File: src/rtl/fifo_pkg.sv
// fifo_pkg: shared FIFO defaults and pointer-width helper
package fifo_pkg;
    localparam int FIFO_WIDTH = 8;
    localparam int FIFO_DEPTH = 8;
    function automatic int fifo_aw(input int depth);
        return $clog2(depth);
    endfunction
endpackage

File: src/rtl/fifo_method1_mem.sv
// fifo_method1_mem: register array with sync write and registered read port
module fifo_method1_mem #(
    parameter int WIDTH = 8,
    parameter int DEPTH = 8,
    parameter int AW    = 3
) (
    input  logic             clk,
    input  logic             rst,
    input  logic             we,
    input  logic [AW-1:0]    waddr,
    input  logic [WIDTH-1:0] wdata,
    input  logic             re,
    input  logic [AW-1:0]    raddr,
    output logic [WIDTH-1:0] rdata
);
    logic [WIDTH-1:0] mem [DEPTH];
    always_ff @(posedge clk) begin
        if (we) mem[waddr] <= wdata;
    end
    always_ff @(posedge clk or negedge rst) begin
        if (!rst) rdata <= '0;
        else if (re) rdata <= mem[raddr];
    end
endmodule

File: src/rtl/fifo_method1.sv
// fifo_method1: single-clock FIFO with binary pointers and occupancy counter
module fifo_method1 import fifo_pkg::*; #(
    parameter int WIDTH = FIFO_WIDTH,
    parameter int DEPTH = FIFO_DEPTH
) (
    input  logic             clk,
    input  logic             rst,
    input  logic             wr_en,
    input  logic             rd_en,
    input  logic [WIDTH-1:0] data_in,
    output logic [WIDTH-1:0] data_out,
    output logic             full,
    output logic             empty
);
    localparam int AW = fifo_aw(DEPTH);
    localparam int CW = AW + 1;
    logic [AW-1:0] wr_ptr, rd_ptr;
    logic [CW-1:0] count;
    logic          do_wr, do_rd;
    assign full  = count == CW'(DEPTH);
    assign empty = count == '0;
    assign do_wr = wr_en & ~full;
    assign do_rd = rd_en & ~empty;
    always_ff @(posedge clk or negedge rst) begin
        if (!rst) begin
            wr_ptr <= '0;
            rd_ptr <= '0;
            count  <= '0;
        end else begin
            if (do_wr) wr_ptr <= wr_ptr + AW'(1);
            if (do_rd) rd_ptr <= rd_ptr + AW'(1);
            if (do_wr & ~do_rd) count <= count + CW'(1);
            else if (do_rd & ~do_wr) count <= count - CW'(1);
        end
    end
    fifo_method1_mem #(.WIDTH(WIDTH), .DEPTH(DEPTH), .AW(AW)) u_mem (
        .clk   (clk),
        .rst   (rst),
        .we    (do_wr),
        .waddr (wr_ptr),
        .wdata (data_in),
        .re    (do_rd),
        .raddr (rd_ptr),
        .rdata (data_out)
    );
endmodule

File: config.mk
export PLATFORM = sky130hd
export DESIGN_NAME = fifo_method1
export DESIGN_NICKNAME = d
export VERILOG_FILES = /design/src/rtl/fifo_pkg.sv /design/src/rtl/fifo_method1_mem.sv /design/src/rtl/fifo_method1.sv
export SDC_FILE = /design/constraint.sdc
export NUM_CORES = 1
export LEC_CHECK = 0
export BUFFER_PORTS_ARGS = -buffer_cell sky130_fd_sc_hd__buf_2
export CAP_MARGIN = 0
export CORE_ASPECT_RATIO = 1.75
export CORE_MARGIN = 1.5
export CORE_UTILIZATION = 59
export CTS_CLUSTER_SIZE = 30
export DETAILED_ROUTE_END_ITERATION = 7
export PLACE_DENSITY = 0.82
export SYNTH_ARGS = -nofsm -noshare
export SYNTH_HDL_FRONTEND = slang
export SYNTH_SLANG_ARGS = --single-unit
File: constraint.sdc
create_clock -name clk -period 2.6 [get_ports clk]
set_input_delay 0.39 -clock clk [delete_from_list [all_inputs] [get_ports clk]]
set_output_delay 0.39 -clock clk [all_outputs]
set_load 0.02 [all_outputs]
* Word level (Yosys, flattened, before mapping) *
Memories as Yosys holds them, arrays and structs flattened. A register that Yosys moved wholly into a read port is not among the register bits.
Cells that the tools add are included.
W data, S select, Z words.

operators by class
  $mul = 0
  equal/unequal tests = 1
  shift operators = 0
  multiplexer cells = 4
  order comparisons = 0
  bitwise gates (word level) = 8
  div/mod/pow operators = 0
  add/sub/neg operators = 4
  reduce and logical (&&, ||, !) cells = 3

operators with widths
  cell                   count
  $mux W4                2
  $add A3 B1 Y3 const B  2
  $add A4 B1 Y4 const B  1
  $and A1 B1 Y1          4
  $eq A4 B4 Y1 const B   1
  $logic_not A4 Y1       1
  $not A1 Y1             4
  $sub A4 B1 Y4 const B  1
  $mux W1                2
  $reduce_bool A2 Y1     1
  $logic_not A1 Y1       1

storage, ports and cells
  register bits = 10
  logic and storage cells = 24
  latch bits = 0
  output and inout port bits = 10
  memory bits (read-only) = 0
  input bits = 12
  memory bits (writable) = 64
  memories = 1

memories
  name       depth  bits a word  read ports  clocked after memory_dff  write ports  RTL line                RTL
  u_mem.mem  8      8            1           1                         1            fifo_method1_mem.sv:16  logic [WIDTH-1:0] mem [DEPTH];

* Depth between registers and ports, before layout *
  depth in word-level cells = 7
  mapped depth = 10
  gate-level depth less buffers = 9

* Modules after synthesis *
Synthesis repeated with hierarchy kept, for this count alone.

second synthesis, totals
  cells, all modules = 222
  area total of the unflattened synthesis = 3475.8 um^2

modules (own cells, without submodules)
  module            times used  sequential area each (um^2)  cells an instance  area an instance (um^2)
  fifo_method1_mem  1           2122.0                       169                2861.5
  fifo_method1      1           250.2                        53                 614.3

* Worst setup path after synthesis *
OpenSTA, ideal clock, no wires.

  path type = register to register
  from = reg count[0]
  to = reg count[3]
  data required time = 2464 ps
  setup slack = -150 ps
  period minus slack after synthesis = 2750 ps
  arrival time = 2614 ps
  setup time = 136 ps
  buffers on the path = 1
  cell stages (with the launch flop) = 10
  cell sequence = dfrtp_1 nor4_2 nand2b_1 buf_2 ha_1 inv_1 ha_1 a21o_1 a2111oi_0 o31ai_1

between the ends
  longest elaborated chain between the ends = 6
  elaborated cells between the ends (all ways) = 15
  classes of those cells = add/sub (2); eq/ne (1); mux (2); bitwise (8); reduce/logical (2)

RTL lines
  element                                               RTL line            RTL
  start: declaration                                    fifo_method1.sv:18  logic [CW-1:0] count;
  start signal: assignment                              fifo_method1.sv:32  if (do_wr & ~do_rd) count <= count + CW'(1);
  start signal: assignment                              fifo_method1.sv:33  else if (do_rd & ~do_wr) count <= count - CW'(1);
  $logic_not A4 Y1 (*)                                  fifo_method1.sv:21  assign empty = count == '0;
  named net empty                                       fifo_method1.sv:13  output logic empty
  $not A1 Y1 (*)                                        fifo_method1.sv:23  assign do_rd = rd_en & ~empty;
  $and A1 B1 Y1 (*)                                     fifo_method1.sv:23
  $not A1 Y1                                            fifo_method1.sv:32
  $and A1 B1 Y1                                         fifo_method1.sv:32
  $mux W4 / $reduce_bool A2 Y1 (equally long branches)  --

Mark *: on every way through the listed nets, which the timed path passes. The rest lies on a longest branch. The select of a mux whose other input is x is not followed.
A chain may end at the register's enable or synchronous reset.

* Final worst setup path *
  from = reg count[1]
  to = reg count[3]

between the ends
  longest elaborated chain between the ends = 6
  elaborated cells between the ends (all ways) = 15
  classes of those cells = add/sub (2); eq/ne (1); mux (2); bitwise (8); reduce/logical (2)

RTL lines
  element                              RTL line            RTL
  $eq A4 B4 Y1 (*)                     fifo_method1.sv:20  assign full = count == CW'(DEPTH);
  $not A1 Y1 (*)                       fifo_method1.sv:22  assign do_wr = wr_en & ~full;
  $and A1 B1 Y1 (*)                    fifo_method1.sv:22
  named net do_wr                      fifo_method1.sv:19  logic do_wr, do_rd;
  $not A1 Y1                           fifo_method1.sv:33
  $and A1 B1 Y1                        fifo_method1.sv:33
  $reduce_bool A2 Y1 (no source line)  --

Marks and branches as above.

==> flow_summary.toml <==
[placement]
port_buffers = 21
hpwl_mm = 3.95
gp_congestion = 0.778

[routing]
avgViaCountPerCell = 5.67
dr.pass1.iters = 4
detail_route.drc_violations = 0
num_vias = 1842
dr.first_iter.drc_count = 59
totalWireLength_mm = 5.85
wire_per_inst_um = 18.0
ant_nets = 0

[synthesis]
synth_area_per_cell_um2 = 16.2
synth.area.mux_share_pct = 11.4
synth_adder_area_share_pct = 2.44
synth-seq-area-share_pct = 70.1
synth_simple_gate_area_share_pct = 5.11
yosys_register_bits = 82
synth_largest_type_area_fraction_pct = 56.8
yosys-top-cells-area = "edfxtp_1, dfrtp_1, mux2_2"
synthDistinctLibCells = 33
postSynthCellCount = 209
syn_nets = 227
synth_area_um2 = 3380
dominant_combinational_cell_family_by_area_after_synthesis = "multiplexers"
ys.warnings.count = 0
yosys.area_share.xor_xnor_pct = 1.55
synth_largest_area_cell = "edfxtp_1"
complex_gate_fraction_of_the_synthesized_area_pct = 6.62

[worst_setup_path]
r2r-end = "count[3]"
regToRegStartpoint = "count[1]"
buffering_stage_count_on_the_worst_path_with_inverters_included = 1
r2r_cells = 8
end_kind = "register"
required_ps = 2820
worstSetupStartpointType = "register"
r2r_setup_slack_ps = 210
critical_path.slowest_cell = "dfrtp_1"
critPathMaxStageDelay_ps = 490
worst_path_dominant_cell_family = "compound AO/OA/AOI/OAI gates"
arrival_ps = 2600
crit_path_max_fanout = 6
crit_path_cell_trace = "nor3_2, a21boi_2, ha_2, inv_1, ha_1, a21o_1, a2111oi_1, o31ai_1"
path_class = "reg -> reg"

[clocking]
post_cts_buffers = 0
h-tree-depth = 3
clk_pin_slew_ps = 70
clock-sinks = 82
tritoncts.num_buffers = 9
worstSkewPairLatency_ps = 350
cts_tree = "built"
cts-root-buf = "clkbuf_8"
clock_path_buffers = 2

[grt]
grt_start_max_net_pins = 35
first_global_vias = 1876
globalRoute.totalOverflow = 0
grt_first_pass_wirelength_mm = 9.30
antenna_found_initial = 0
grt_use_total_pct = 22.2

[sta]
hold_violations = 0
finalCriticalPeriod_ps = 2390
drv_slew = 0
hold-worst-slack_ps = 307
final_tns_setup_ps = 0
worst_clock_skew_ps = 8.44
final-setup-viol-count = 0
tightestPinTransition_ps = 740
final_period_util_pct = 91.7
rsz_0062_raised_after_global_routing = "false"
clock.fmax_ghz = 0.419
maxSlewHeadroom_pct = 50.6

[hold_path]
min_to = "u_mem.mem[1][2]"
hold_start = "data_in[2]"
worstHoldPathType = "in -> reg"
whs_path_depth = 1

[floorplan]
die-area_um2 = 6210
die_y_um = 103
die_x_um = 60.2
floorplan.io_pins = 22
core_um2 = 5540
floorplan.rows = 36
initial_utilization_pct = 61.0

[finish]
layout-area-overhead-vs-synth_pct = 14.1
post_route_cells_drive_above_1_share_pct = 28.5
number_of_inserted_filler_cells_in_the_final_layout = 391
final_nets = 262
antenna_cells = 0

[power_and_ir_drop]
pwr_dens_nw_per_um2 = 1170
leakage_nw = 1.45
max-vdd-ir-drop_mv = 0.746

[outcome]
run_status = "complete, no violations"

[job]
timing.max_cap.violations = 0
[cell type report]
type                    instances  area [um^2]  area share (%)
repair buffers                 33          198            5.12
clock buffers                  11          151            3.92
inverters                       2         7.51           0.195
clock inverters                 5          100            2.59
multi-input cells             116          933            24.2
flip-flops and latches         82         2370            61.5
well taps                      76         95.1            2.47
[cells by family after synthesis]
kind of cell,count (synthesis)
AO/OA/AOI/OAI,31
XOR/XNOR,6
adder cells (fa/ha/maj),6
buffers and inverters,11
flip-flops,82
multiplexers,36
AND/OR/NAND/NOR,37
[worst max path at each step]
stage / from / endpoint / slack, ps / cells after the start
global placement: count[1] / count[3] / 190 / 8
floorplan: count[3] / count[3] / 6 / 9
global route: count[1] / count[3] / 20 / 8
CTS: count[1] / count[3] / 90 / 8
finish: count[1] / count[3] / 210 / 8
detailed placement: count[1] / count[3] / 100 / 8
[routing by layer]
layer  part of all wire [%]  global-route usage (%)  vias up
li1                       -                       -      863
met2                     56                    37.8       54
met3                    4.1                    4.64       16
met1                     36                    24.6      909
met4                    3.8                    14.0        0
met5                      0                       0        -
[flip-flops by register name, indices dropped and copies added, names as in the netlist]
name	count
count	4
rd_ptr	3
u_mem.mem	64
u_mem.rdata	8
wr_ptr	3
[report_power, final]
group          internal [W]  leakage [nW]  switching [W]
Sequential          0.00172         0.794       0.000168
Combinational      0.000661         0.525       0.000844
Clock              0.000686         0.129       0.000417
[synthesized netlist by cell type]
library cell	count
fa_1	1
ha_1	5
nand2_1	15
clkbuf_1	2
a2111oi_0	1
buf_2	1
buf_4	1
o21ai_2	1
buf_6	2
nor2_1	8
mux2i_1	17
o22ai_1	8
inv_1	2
o21ai_0	2
a21boi_2	1
a221o_1	8
nor2b_1	1
nor4_2	1
o31ai_1	1
nand2b_1	5
buf_12	2
o21ai_1	7
edfxtp_1	64
mux2_2	18
and2_1	1
mux2_1	1
xnor2_1	4
a21o_1	1
buf_1	1
nor3_1	6
dfrtp_1	18
a21oi_1	1
xor2_1	2
[worst reg2reg max path: cells and delay by family, from the launching register on]
| family | cells | cell delay [ps] |
|---|---|---|
| simple gates | 1 | 100 |
| flops | 1 | 490 |
| compound gates | 4 | 1020 |
| buf+inv | 1 | 110 |
| fa+ha+maj | 2 | 550 |
[cells in the final DEF (no fill, tap or decap)]
cell type      instances
inv_1                  2
a2111oi_1              1
ha_2                   1
nor2_1                 8
o21ai_0                2
a221o_1                8
a21boi_2               1
a21oi_1                1
ha_1                   4
and2_1                 1
clkinv_2               2
nor3_2                 1
xnor2_1                4
o31ai_1                1
bufinv_16              3
edfxtp_1              64
xor2_1                 2
nor2b_1                1
mux2_1                 1
nor3_1                 5
o22ai_1                8
buf_2                 21
clkbuf_8              11
dfrtp_1               18
nand2_1               15
fa_1                   1
dlygate4sd3_1          1
mux2i_1               17
o21ai_1                7
buf_4                 11
a21o_1                 1
nand2b_1               5
mux2_2                18
nor4_4                 1
o21ai_2                1
[through the flow]
step           instance area, um^2  instances  setup WS, ps  power (W)  util (%)
4_1_cts                       3850        325          90.4    0.00452      69.5
3_3_place_gp                  3590        308           187    0.00337      64.8
3_5_place_dp                  3590        308          97.6    0.00342      64.8
2_1_floorplan                 3390        209          5.60    0.00307         -
6_report                      3860        325           215    0.00450      69.6
5_1_grt                       3860        325          18.0    0.00475      69.6
[what timing repair did]
item	CTS	global route
endpoints found under the setup margin	0	1
hold buffers	1	0
resized for setup	0	1
hold endpoints to repair	18	0
Power figures use the tool's default switching activity.
